$ cat config.mk
export PLATFORM = sky130hd
export DESIGN_NAME = fma_result_serializer
export DESIGN_NICKNAME = d
export VERILOG_FILES = /design/src/rtl/fma_pkg.sv /design/src/rtl/fma_beat_pack.sv /design/src/rtl/fma_result_serializer.sv
export SDC_FILE = /design/constraint.sdc
export NUM_CORES = 1
export LEC_CHECK = 0
export ABC_CLOCK_PERIOD_IN_PS = 5200
export CAP_MARGIN = 20
export CORE_UTILIZATION = 56
export DETAILED_ROUTE_END_ITERATION = 7
export MAX_ROUTING_LAYER = met4
export PLACE_DENSITY = 0.87
export SLEW_MARGIN = 25
export SYNTH_ARGS = -nofsm -noshare
export SYNTH_HDL_FRONTEND = slang
export SYNTH_SLANG_ARGS = --single-unit
$ cat constraint.sdc
create_clock -name clk -period 5.2 [get_ports clk]
set_input_delay 0.78 -clock clk [delete_from_list [all_inputs] [get_ports clk]]
set_output_delay 0.78 -clock clk [all_outputs]
set_load 0.05 [all_outputs]
$ cat src/rtl/fma_pkg.sv
// Shared encodings, flag layout and beat-plan helper for the FMA result serializer.
package fma_pkg;

    // Format encodings used for both source mode and result precision.
    localparam logic [1:0] FMT_DP = 2'b11;
    localparam logic [1:0] FMT_SP = 2'b10;
    localparam logic [1:0] FMT_HP = 2'b01;

    // Bit positions inside the 5-bit beat flag vector {nan, inf, of, uf, z}.
    localparam int unsigned FLAG_Z   = 0;
    localparam int unsigned FLAG_UF  = 1;
    localparam int unsigned FLAG_OF  = 2;
    localparam int unsigned FLAG_INF = 3;
    localparam int unsigned FLAG_NAN = 4;

    // Bit positions inside the sticky accrued vector {NV, OF, UF}.
    localparam int unsigned ACC_UF = 0;
    localparam int unsigned ACC_OF = 1;
    localparam int unsigned ACC_NV = 2;

    typedef enum logic {StIdle, StSend} state_e;

    // Per-lane flags of one captured result set, one bit per lane.
    typedef struct packed {
        logic [3:0] nan;
        logic [3:0] inf;
        logic [3:0] of;
        logic [3:0] uf;
        logic [3:0] z;
    } lane_flags_t;

    // Number of output beats for a {mode, precision} pair; unknown codes act as DP->DP.
    function automatic logic [2:0] beat_count(input logic [1:0] mode, input logic [1:0] precision);
        case ({mode, precision})
            {FMT_SP, FMT_DP}: return 3'd2;
            {FMT_HP, FMT_DP}: return 3'd4;
            {FMT_HP, FMT_SP}: return 3'd2;
            default:          return 3'd1;
        endcase
    endfunction

endpackage

$ cat src/rtl/fma_beat_pack.sv
// Combinational beat packer: selects and packs the lanes carried by one output beat.
module fma_beat_pack
    import fma_pkg::*;
(
    input  logic [3:0][63:0] res_i,
    input  lane_flags_t      flags_i,
    input  logic [1:0]       mode_i,
    input  logic [1:0]       precision_i,
    input  logic [1:0]       beat_i,
    output logic [63:0]      data_o,
    output logic [4:0]       flags_o,
    output logic             last_o
);

    logic [3:0] lane_sel;
    logic [2:0] n_beats;

    assign n_beats = beat_count(mode_i, precision_i);
    assign last_o  = ({1'b0, beat_i} == (n_beats - 3'd1));

    // Pick the beat payload and remember which lanes it carries.
    always_comb begin
        data_o   = res_i[0];
        lane_sel = 4'b0001;
        case ({mode_i, precision_i})
            {FMT_SP, FMT_DP}, {FMT_HP, FMT_DP}: begin
                data_o   = res_i[beat_i];
                lane_sel = 4'b0001 << beat_i;
            end
            {FMT_SP, FMT_SP}: begin
                data_o   = {res_i[1][31:0], res_i[0][31:0]};
                lane_sel = 4'b0011;
            end
            {FMT_HP, FMT_SP}: begin
                if (beat_i[0]) begin
                    data_o   = {res_i[3][31:0], res_i[2][31:0]};
                    lane_sel = 4'b1100;
                end else begin
                    data_o   = {res_i[1][31:0], res_i[0][31:0]};
                    lane_sel = 4'b0011;
                end
            end
            {FMT_HP, FMT_HP}: begin
                data_o   = {res_i[3][15:0], res_i[2][15:0], res_i[1][15:0], res_i[0][15:0]};
                lane_sel = 4'b1111;
            end
            default: ;
        endcase
    end

    // Flags cover only the lanes present in this beat.
    always_comb begin
        flags_o           = '0;
        flags_o[FLAG_NAN] = |(flags_i.nan & lane_sel);
        flags_o[FLAG_INF] = |(flags_i.inf & lane_sel);
        flags_o[FLAG_OF]  = |(flags_i.of & lane_sel);
        flags_o[FLAG_UF]  = |(flags_i.uf & lane_sel);
        flags_o[FLAG_Z]   = |(flags_i.z & lane_sel);
    end

endmodule

$ cat src/rtl/fma_result_serializer.sv
// Captures a four-lane FMA result set and streams it as 64-bit beats with sticky flags.
module fma_result_serializer
    import fma_pkg::*;
#(
    parameter int unsigned TAG_W = 4
) (
    input  logic             clk,
    input  logic             rst_n,
    input  logic             in_valid,
    output logic             in_ready,
    input  logic [1:0]       in_mode,
    input  logic [1:0]       in_precision,
    input  logic [TAG_W-1:0] in_tag,
    input  logic [63:0]      in_res0,
    input  logic [63:0]      in_res1,
    input  logic [63:0]      in_res2,
    input  logic [63:0]      in_res3,
    input  logic [3:0]       in_uf,
    input  logic [3:0]       in_of,
    input  logic [3:0]       in_inf,
    input  logic [3:0]       in_z,
    input  logic [3:0]       in_nan,
    output logic             out_valid,
    input  logic             out_ready,
    output logic [63:0]      out_data,
    output logic [4:0]       out_flags,
    output logic             out_last,
    output logic [TAG_W-1:0] out_tag,
    output logic [2:0]       acc_flags,
    input  logic             acc_clr
);

    state_e            state_q, state_d;
    logic [1:0]        beat_q, beat_d;
    logic [3:0][63:0]  res_q, res_d;
    lane_flags_t       flags_q, flags_d;
    logic [1:0]        mode_q, mode_d;
    logic [1:0]        prec_q, prec_d;
    logic [TAG_W-1:0]  tag_q, tag_d;
    logic [63:0]       data_q, data_d;
    logic [4:0]        oflags_q, oflags_d;
    logic              last_q, last_d;
    logic [2:0]        acc_q, acc_d;

    logic              out_hs;
    logic              accept;
    logic [63:0]       pack_data;
    logic [4:0]        pack_flags;
    logic              pack_last;

    assign out_valid = (state_q == StSend);
    assign out_hs    = out_valid & out_ready;
    // Last-beat handshake frees the capture registers in the same cycle, so sets stream gap-free.
    assign in_ready  = (state_q == StIdle) | (out_hs & last_q);
    assign accept    = in_valid & in_ready;

    assign out_data  = data_q;
    assign out_flags = oflags_q;
    assign out_last  = last_q;
    assign out_tag   = tag_q;
    assign acc_flags = acc_q;

    // Packer looks at next-state values so beat outputs can be registered.
    fma_beat_pack u_pack (
        .res_i       (res_d),
        .flags_i     (flags_d),
        .mode_i      (mode_d),
        .precision_i (prec_d),
        .beat_i      (beat_d),
        .data_o      (pack_data),
        .flags_o     (pack_flags),
        .last_o      (pack_last)
    );

    // Capture, beat sequencing, registered beat outputs and sticky flag update.
    always_comb begin
        state_d = state_q;
        beat_d  = beat_q;
        res_d   = res_q;
        flags_d = flags_q;
        mode_d  = mode_q;
        prec_d  = prec_q;
        tag_d   = tag_q;

        if (accept) begin
            res_d       = {in_res3, in_res2, in_res1, in_res0};
            flags_d.nan = in_nan;
            flags_d.inf = in_inf;
            flags_d.of  = in_of;
            flags_d.uf  = in_uf;
            flags_d.z   = in_z;
            mode_d      = in_mode;
            prec_d      = in_precision;
            tag_d       = in_tag;
            state_d     = StSend;
            beat_d      = 2'd0;
        end else if (out_hs) begin
            if (last_q) begin
                state_d = StIdle;
            end else begin
                beat_d = beat_q + 2'd1;
            end
        end

        data_d   = (state_d == StSend) ? pack_data : '0;
        oflags_d = (state_d == StSend) ? pack_flags : '0;
        last_d   = (state_d == StSend) & pack_last;

        // Clear first, then accrue, so a handshake in a clear cycle is not lost.
        acc_d = acc_q;
        if (acc_clr) begin
            acc_d = '0;
        end
        if (out_hs) begin
            acc_d[ACC_NV] = acc_d[ACC_NV] | oflags_q[FLAG_NAN];
            acc_d[ACC_OF] = acc_d[ACC_OF] | oflags_q[FLAG_OF];
            acc_d[ACC_UF] = acc_d[ACC_UF] | oflags_q[FLAG_UF];
        end
    end

    // State and output registers with synchronous active-low reset.
    always_ff @(posedge clk) begin
        if (!rst_n) begin
            state_q  <= StIdle;
            beat_q   <= '0;
            res_q    <= '0;
            flags_q  <= '0;
            mode_q   <= '0;
            prec_q   <= '0;
            tag_q    <= '0;
            data_q   <= '0;
            oflags_q <= '0;
            last_q   <= 1'b0;
            acc_q    <= '0;
        end else begin
            state_q  <= state_d;
            beat_q   <= beat_d;
            res_q    <= res_d;
            flags_q  <= flags_d;
            mode_q   <= mode_d;
            prec_q   <= prec_d;
            tag_q    <= tag_d;
            data_q   <= data_d;
            oflags_q <= oflags_d;
            last_q   <= last_d;
            acc_q    <= acc_d;
        end
    end

endmodule

==> metrics.cfg <==
[sta]
finClkSkew_ps = 19.00
period_share_pct = 84.12
rsz0062_at_grt = no
tightest_slew_ps = 1171
hold_viol_final = 0
min_period_ps = 4374
slew_viol_final = 0
relSlewSlack_pct = 19.88
fmax_mhz = 228.6
setup_tns_ps = 0
setup_violations = 0

[drt]
vias_per_cell = 6.414
antenna_left = 0
firstDrtPassIters = 7
wl_um = 66070
remaining_drc_errors = 0
wl_per_cell_um = 23.86
detail_route.iter0.violations = 2655
vias = 17760

[hold_path]
whs_path_depth = 2
hold_path.class = reg -> reg

[synthesis]
synth_area_um2 = 17890
yosys-top-cells-area = dfxtp_1 40%, nand2_1 7.7%, mux2i_1 7.4%
avgSynthCellArea_um2 = 8.657
syn_inst = 2067
async_flop_share_pct = 0
synth_top_area_share_pct = 40.27
ys_seq_elements = 360
yosysSeqAreaShare_pct = 40.27
synth_edf_count = 0
yosysWarnings = 0
synth-main-ff-cell = dfxtp_1
synth_top_area_cell = dfxtp_1
syn-num-nets = 2356
synth.distinct_cells = 79

[critical_path]
r2r.worst_path.cells = 8
cp.required_ps = 5640
crit_type = in -> reg
worstSetupStartpointType = input pin
cp-end-kind = flop
critical_path_arrival_ps = 4810
crit_fanout = 47

[power_and_ir_drop]
combPwrFrac_pct = 20.8
p_total_mw = 7.282
p_leak_nw = 8.505
power.share.clock_pct = 37.7
cell_internal_pwr_mw = 5.169
p_sw_mw = 2.114
power.share.switching_pct = 29.03
power.density_nw_per_um2 = 317.5
ir_worst_vdd_mv = 0.2616
pwr-share-seq_pct = 41.6

[clock_tree]
post_cts_buffers = 0
clk_pin_slew_ps = 60
cts_tree = done
insertion_delay_ps = 530
numCtsBuffers = 39
h-tree-depth = 2
post_cts_resized = 0
clock_sinks = 360
cts_buffer_depth = 3
cts_hold_buf = 0
cts_root_buf = clkbuf_16

[global_routing]
antenna_found_initial = 6
grt_pass1_wl_um = 98540
overflow = 0
grt_pass1_vias = 16910
grt_usage_pct = 40.17
grt_max_degree = 123

[placement]
gp_congestion = 0.9819
place_area_um2 = 21680
portBuffers = 367
place_hpwl_um = 46090

[layout]
area_growth_pct = 28.17
fill_cells = 2301
postLayoutCellArea_um2 = 22940
fin_nets = 2625
drive_above_1_share_pct = 8.817

[floorplanning]
die_area_um2 = 32670
die_w_um = 180.8
start_util_pct = 56.86
rows = 65
pin_count = 368
core-area_um2 = 31470
die_y_um = 180.8

[run_status]
status = finished clean

[flow_run]
drv_cap = 0

==> layer usage <==
metal	global-route usage, %	wire, µm	up-vias	share of wire (%)
li1	-	-	7908	-
met1	49.39	24890	8347	38
met2	61.14	29670	1268	45
met3	7.801	7137	238	11
met4	24.03	4369	0	6.6
met5	-	0	-	0
==> worst max-delay path: stages <==
cell	delay (ps)
clkdlybuf4s50_1	560
a21boi_4	500
inv_4	250
nand2_4	480
buf_4	520
a2111oi_0	200
a2111oi_0	1020
o21ai_0	190
a221oi_1	290
==> per-stage QoR <==
stage	hold slack, ps	worst slack, ps	utilization [%]	cells
2_1_floorplan	440.2	2540	-	2067
3_3_place_gp	445.9	605.5	68.87	2697
3_5_place_dp	456.3	510.7	68.88	2697
4_1_cts	463.8	1036	72.81	2761
5_1_grt	483.9	702.6	72.86	2767
6_report	459.7	825.6	72.87	2769
==> Yosys cell counts, types with 46 or more instances <==
| cell type | count |
|---|---|
| buf_2 | 62 |
| nand3_1 | 74 |
| dfxtp_1 | 360 |
| a21boi_0 | 95 |
| o21ai_0 | 46 |
| a21oi_1 | 104 |
| and2_1 | 63 |
| mux2i_1 | 133 |
| nand2_1 | 367 |
| clkbuf_1 | 92 |
| nor2_1 | 71 |
| nor2b_1 | 136 |
==> power by group through the flow <==
| stage | clock (mW) | combinational (mW) | sequential, mW |
|---|---|---|---|
| floorplan | 0 | 0.764 | 3.18 |
| global placement | 0 | 1.44 | 3.07 |
| detailed placement | 0 | 1.47 | 3.08 |
| CTS | 2.74 | 1.48 | 3.02 |
| global route | 2.86 | 1.59 | 3.04 |
| finish | 2.74 | 1.51 | 3.03 |
==> cell families after synthesis <==
group                  count (synthesis)  synth area share [%]
flip-flops                           360                 40.27
AND/OR/NAND/NOR                      818                 22.10
XOR/XNOR                               4                0.1958
buffers and inverters                204                 5.293
multiplexers                         181                 11.91
AO/OA/AOI/OAI                        500                 20.23
==> final timing paths <==
path / from / endpoint / slack (ps)
max: out_ready / out_data[58]$_SDFF_PN0_ / 830
max reg2reg: out_valid$_SDFF_PN0_ / out_data[58]$_SDFF_PN0_ / 870
min reg2reg: res_q[112]$_SDFF_PN0_ / res_q[112]$_SDFF_PN0_ / 460
min: res_q[112]$_SDFF_PN0_ / res_q[112]$_SDFF_PN0_ / 460
==> placed cells by master (no fill, tap or decap), drive strengths merged, types with 26 or more instances in the layout <==
cell type | Yosys | final
and2 | 63 | 63
dfxtp | 360 | 360
clkbuf | 92 | 52
nor2 | 74 | 74
a221oi | 32 | 32
a31oi | 26 | 26
buf | 91 | 45
nand2 | 367 | 367
a21oi | 106 | 106
o22ai | 33 | 33
a21boi | 97 | 97
clkdlybuf4s50 | 0 | 366
a2111oi | 30 | 30
o21ai | 51 | 51
mux2i | 133 | 133
nor2b | 136 | 136
a211oi | 26 | 26
nor3 | 30 | 30
nand3 | 74 | 74
==> sequential cells by signal (all words and copies together), names as in the netlist <==
register	flops
out_last	1
flags_q	20
mode_q	2
out_data	64
prec_q	2
out_tag	4
res_q	256
out_valid	1
acc_flags	3
out_flags	5
beat_q	2
==> final cells by class <==
class | count | area (µm²) | area share (%)
clock inverter | 12 | 110.1 | 0.4801
multi-input combinational | 1503 | 9832 | 42.87
clock buffer | 52 | 1127 | 4.915
antenna | 8 | 20.02 | 0.08728
tap | 402 | 503.0 | 2.193
inverter | 21 | 81.33 | 0.3546
timing repair buffer | 411 | 4055 | 17.68
sequential | 360 | 7207 | 31.42
Note: power is estimated with default switching activity, not from simulation.
==> RTL change 1 (same flow settings) <==
Change the parameter `TAG_W` from 4 to 6.
--- a/src/rtl/fma_result_serializer.sv
+++ b/src/rtl/fma_result_serializer.sv
@@ -3,5 +3,5 @@
     import fma_pkg::*;
 #(
-    parameter int unsigned TAG_W = 4
+    parameter int unsigned TAG_W = 6
 ) (
     input  logic             clk,
Ports: changed (resized in_tag and out_tag); port bits go from 368 to 372. The function was not compared with the original's and may differ.
==> RTL change 1 against the unedited design <==
- largest power group unchanged
- critical path type is now in2out
- synthesized area shrank 3.0%
- combinational power down 5%
- total power rose by 0.13%
- synthesized cell count fell by 10%
- highest routed layer unchanged
- utilization rose by 1.0 points
- final area is 1.5% lower
- sequential power is essentially flat
- worst setup slack better by 0.25 ns
- global-route usage is 0.46 points higher
- die area is 2.9% lower
- wire length decreased by 2.7%
- fmax grew 6.0%
- sequential cell count rose by 2
- register-to-register slack gained 0.72 ns
==> RTL change 1: results (changes against the unedited design) <==
** GRT
- Vias in the first global route :: 15809 (was 16912)
- The pin count of the biggest net entering global routing was 162 (was 123).
- The total routing resource utilization after global routing was 0.406 (was 0.402).
- Initial antenna violation count :: 2 (was 6)

** Power
- The total leakage power came to 8.23 nW (was 8.51 nW).
- Peak supply drop :: 0.224 mV (was 0.262 mV)

** Placement
- Number of cells after detailed placement :: 2501 (was 2697)
- Number of buffer cells added on primary ports :: 371 (was 367)
- The placed instance area was 0.0213 mm² (was 0.0217 mm²).
- The final HPWL from detailed placement came to 46000 µm (was 46100 µm).
- Routability cong. :: 0.979 (was 0.982)

** Route
- Initial drt markers :: 2096 (was 2655)
- The post-detailed-route wirelength per cell was 25.0 µm (was 23.9 µm).

** Critical path
- FF-to-FF End :: out_data[61]$_SDFF_PN0_ (was out_data[58]$_SDFF_PN0_)
- Maximum fanout count along the critical path :: 25 (was 47)
- The longest individual stage delay on the worst path is 0.86 ns (was 1.02 ns).
- The setup slack on the worst flop-to-flop path came to 1.59 ns (was 0.87 ns).
- The kind of cell with the highest combined delay on the critical path is buffers and inverters (was compound AO/OA/AOI/OAI gates).
- The logic depth of the worst register-to-register path came to 9 (was 8).

** Final layout
- Filler Cells Inserted :: 2206 (was 2301)
- Layout cell share with drive strength beyond 1 :: 0.0976 (was 0.0882)
- The number of nets in the final layout was 2436 (was 2625).

** Yosys
- Net count after synthesis :: 2144 (was 2356)
- The sequential share of the synthesized area was 0.417 (was 0.403).
- Number of distinct library cells after synthesis :: 74 (was 79)
- Commonest cells in the netlist: 362 x dfxtp_1, 182 x nand2_1, 151 x mux2i_1 (was 367 x nand2_1, 360 x dfxtp_1, 136 x nor2b_1).
- Mean instance size in the synthesized netlist :: 9.37 µm² (was 8.66 µm²)
- Leading post-synthesis cells by cell area: dfxtp_1 42%, mux2i_1 8.7%, nor2b_1 5.3% (was dfxtp_1 40%, nand2_1 7.7%, mux2i_1 7.4%).

** Timing
- The relative slew slack came to 0.307 (was 0.199).
- The worst clock skew is 0.0221 ns (was 0.0190 ns).
- Worst path setup slack after routing :: 1.07 ns (was 0.826 ns)

** Outcome
- Result of the run: complete, no violations (unchanged).

** Clock tree
- The number of buffers created by CTS came to 38 (was 39).
## RTL change 1: how the worst min path moves through the flow
stage / end
2_1_floorplan: res_q[125]$_SDFF_PN0_
3_3_place_gp: res_q[125]$_SDFF_PN0_
3_5_place_dp: out_tag[5]$_SDFFE_PN0N_
4_1_cts: out_tag[5]$_SDFFE_PN0N_
5_1_grt: res_q[112]$_SDFF_PN0_
6_report: res_q[240]$_SDFF_PN0_
## RTL change 1: cells by family (layout without fill, tap and decap cells)
logic type,count (synthesis),count (layout),share of synthesized area
compound gates,536,536,0.230
simple gates,559,559,0.166
mux,215,215,0.138
flops,362,362,0.417
other cells,0,2,0
xor+xnor,3,3,0.00151
buf+inv,178,498,0.0474
## RTL change 1: where the power goes
part	switching [mW]	internal, mW
registers	0.0898	2.94
clock network	1.15	1.66
logic	0.816	0.626
total	2.06	5.23
## RTL change 1: final cells by class
cell class / count / area, µm² / share of cell area
multi-input cells: 1313 / 9350 / 0.414
flip-flops and latches: 362 / 7250 / 0.321
repair buffers: 423 / 4180 / 0.185
clock buffers: 56 / 1130 / 0.0499
well taps: 396 / 495 / 0.0219
clock inverters: 12 / 163 / 0.00720
inverters: 7 / 26.3 / 0.00116
diodes: 2 / 5.00 / 0.000221
## RTL change 1: layer usage
metal / global-route usage / wire [µm] / part of all wire
met5: - / 0 / 0
met3: 0.0603 / 6230 / 0.097
met4: 0.204 / 3420 / 0.053
met1: 0.515 / 25400 / 0.39
met2: 0.630 / 29300 / 0.45
## RTL change 1: per-stage QoR
stage           util  hold WS (ns)
6_report       0.739         0.467
5_1_grt        0.739         0.494
4_1_cts        0.738         0.467
3_5_place_dp   0.696         0.459
3_3_place_gp   0.696         0.449
2_1_floorplan      -         0.438
==> RTL change 2 (same settings) <==
Without the edit above. Put one more register stage on the output `out_flags`, without a reset. The value now appears one clock later. The other outputs are not delayed to match.
--- a/src/rtl/fma_result_serializer.sv
+++ b/src/rtl/fma_result_serializer.sv
@@ -56,5 +56,7 @@
 
     assign out_data  = data_q;
-    assign out_flags = oflags_q;
+    always_ff @(posedge clk) begin
+        out_flags <= oflags_q;
+    end
     assign out_last  = last_q;
     assign out_tag   = tag_q;
Formal check against the unedited RTL: not equivalent (Yosys sat finds a counterexample within 4 cycles, from zero or initial values and one cycle with rst_n low).
==> RTL change 2 against the unedited design <==
- register-to-register slack better by 0.88 ns
- largest power group unchanged
- first-iteration DRC count up 27%
- non-clock buffer count rose by 3
- sequential power is 1% higher
- sequential cell count rose by 5
- synthesized cell count increased by 4.7%
- count of clock-buffer cells in the layout is 5 higher
- synthesized area is 0.66% lower
- critical endpoint is now in_ready
- total power rose by 2.1%
- worst setup slack improved by 0.27 ns
- wire length grew 2.7%
- final area fell by 0.52%
- the flow now finishes with violations (DRC)
- cell count is 2.2% higher
- die area is 0.65% lower
==> RTL change 2: results (changes against the unedited design) <==
** Outcome
- Result of the run: finished, violations left (was complete, no violations).
- The final reports fail on DRC.

** GRT
- The initial antenna violation count came to 1 (was 6).
- GRT met2 Usage :: 0.609 (was 0.611)
- The wire length of the first global-routing pass is 103000 µm (was 98500 µm).
- Vias in the first global route :: 17743 (was 16912)
- Routing usage on met1 :: 0.549 (was 0.494)
- The total routing resource utilization after global routing came to 0.414 (was 0.402).
- The pin count of the biggest net entering global routing is 173 (was 123).
- The routing usage on met3 is 0.0851 (was 0.0780).

** Critical path
- Reg2Reg Setup Slack :: 1.75 ns (was 0.87 ns)
- The endpoint arrival time on the critical path came to 3.33 ns (was 4.81 ns).
- Maximum fanout count along the critical path :: 19 (was 47)

** Yosys
- Instance count of the mapped netlist :: 2164 (was 2067)
- The distinct cell type count after synthesis was 80 (was 79).
- Commonest cells in the netlist :: 365 x dfxtp_1, 364 x nand2_1, 207 x a21oi_1 (was 367 x nand2_1, 360 x dfxtp_1, 136 x nor2b_1)
- Net count after synthesis :: 2453 (was 2356)
- Leading post-synthesis cells by cell area :: dfxtp_1 41%, mux2i_1 8.4%, nand2_1 7.7% (was dfxtp_1 40%, nand2_1 7.7%, mux2i_1 7.4%)

** Route
- The number of design rule violations left after detail routing is 12 (was 0).
- Per-cell via count in the routed design :: 6.68 (was 6.41)
- The via count came to 18908 (was 17761).
- The number of iterations in the first detailed-routing pass was 8 (was 7).
- The post-detailed-route wirelength per cell came to 24.0 µm (was 23.9 µm).
- Initial drt markers :: 3383 (was 2655)

** Timing
- Final critical-path required period :: 4.11 ns (was 4.37 ns)
- The transition at the pin with the smallest max-transition slack was 1.10 ns (was 1.17 ns).
- Fin Clk Skew :: 0.0118 ns (was 0.0190 ns)

** Placement
- The placed instance count came to 2767 (was 2697).
- Pre-CTS setup slack :: 0.970 ns (was 0.511 ns)
- The placed instance area is 0.0215 mm² (was 0.0217 mm²).
- Half-perimeter wire length after placement :: 46900 µm (was 46100 µm)

** Min path
- Origin of the worst min-delay path :: oflags_q[3]$_SDFF_PN0_ (was res_q[112]$_SDFF_PN0_)

** Power
- Static Leakage :: 8.38 nW (was 8.51 nW)
- The largest voltage drop on the vdd net was 0.268 mV (was 0.262 mV).

** Final layout
- NumNets Final :: 2701 (was 2625)
RTL change 2: final timing paths:
| path | end | cells after the start |
|---|---|---|
| setup / recovery | in_ready | 4 |
| hold / removal | out_flags[3]$_DFF_P_ | 0 |
| setup reg to reg | out_data[50]$_SDFF_PN0_ | 8 |
| hold reg to reg | out_flags[3]$_DFF_P_ | 0 |
RTL change 2: cell families after synthesis:
| kind of cell | synth area share |
|---|---|
| compound gates | 0.256 |
| buf+inv | 0.0565 |
| mux | 0.0910 |
| flops | 0.411 |
| xor+xnor | 0.00148 |
| simple gates | 0.184 |
RTL change 2: worst max-delay path: stages:
cell	delay, ns
clkdlybuf4s50_1	0.84
a21boi_4	0.25
inv_2	0.46
clkdlybuf4s50_1	0.98
RTL change 2: routing by layer:
metal  share of wire  vias up
li1                -     8385
met1            0.39     8811
met2            0.44     1464
met3            0.13      248
met4           0.047        0
met5               0        -
RTL change 2: power by group:
group	switching (mW)	leakage [nW]	total (mW)	internal [mW]
Sequential	0.101	3.00	3.07	2.97
Combinational	0.876	4.73	1.45	0.570
Clock	1.15	0.649	2.92	1.77
Total	2.12	8.38	7.44	5.31
RTL change 2: area by class of cell:
type / count / area share
well taps: 396 / 0.0217
repair buffers: 414 / 0.178
clock buffers: 57 / 0.0520
inverters: 12 / 0.00230
clock inverters: 6 / 0.00587
flip-flops and latches: 365 / 0.320
diodes: 1 / 0.000110
multi-input cells: 1580 / 0.419
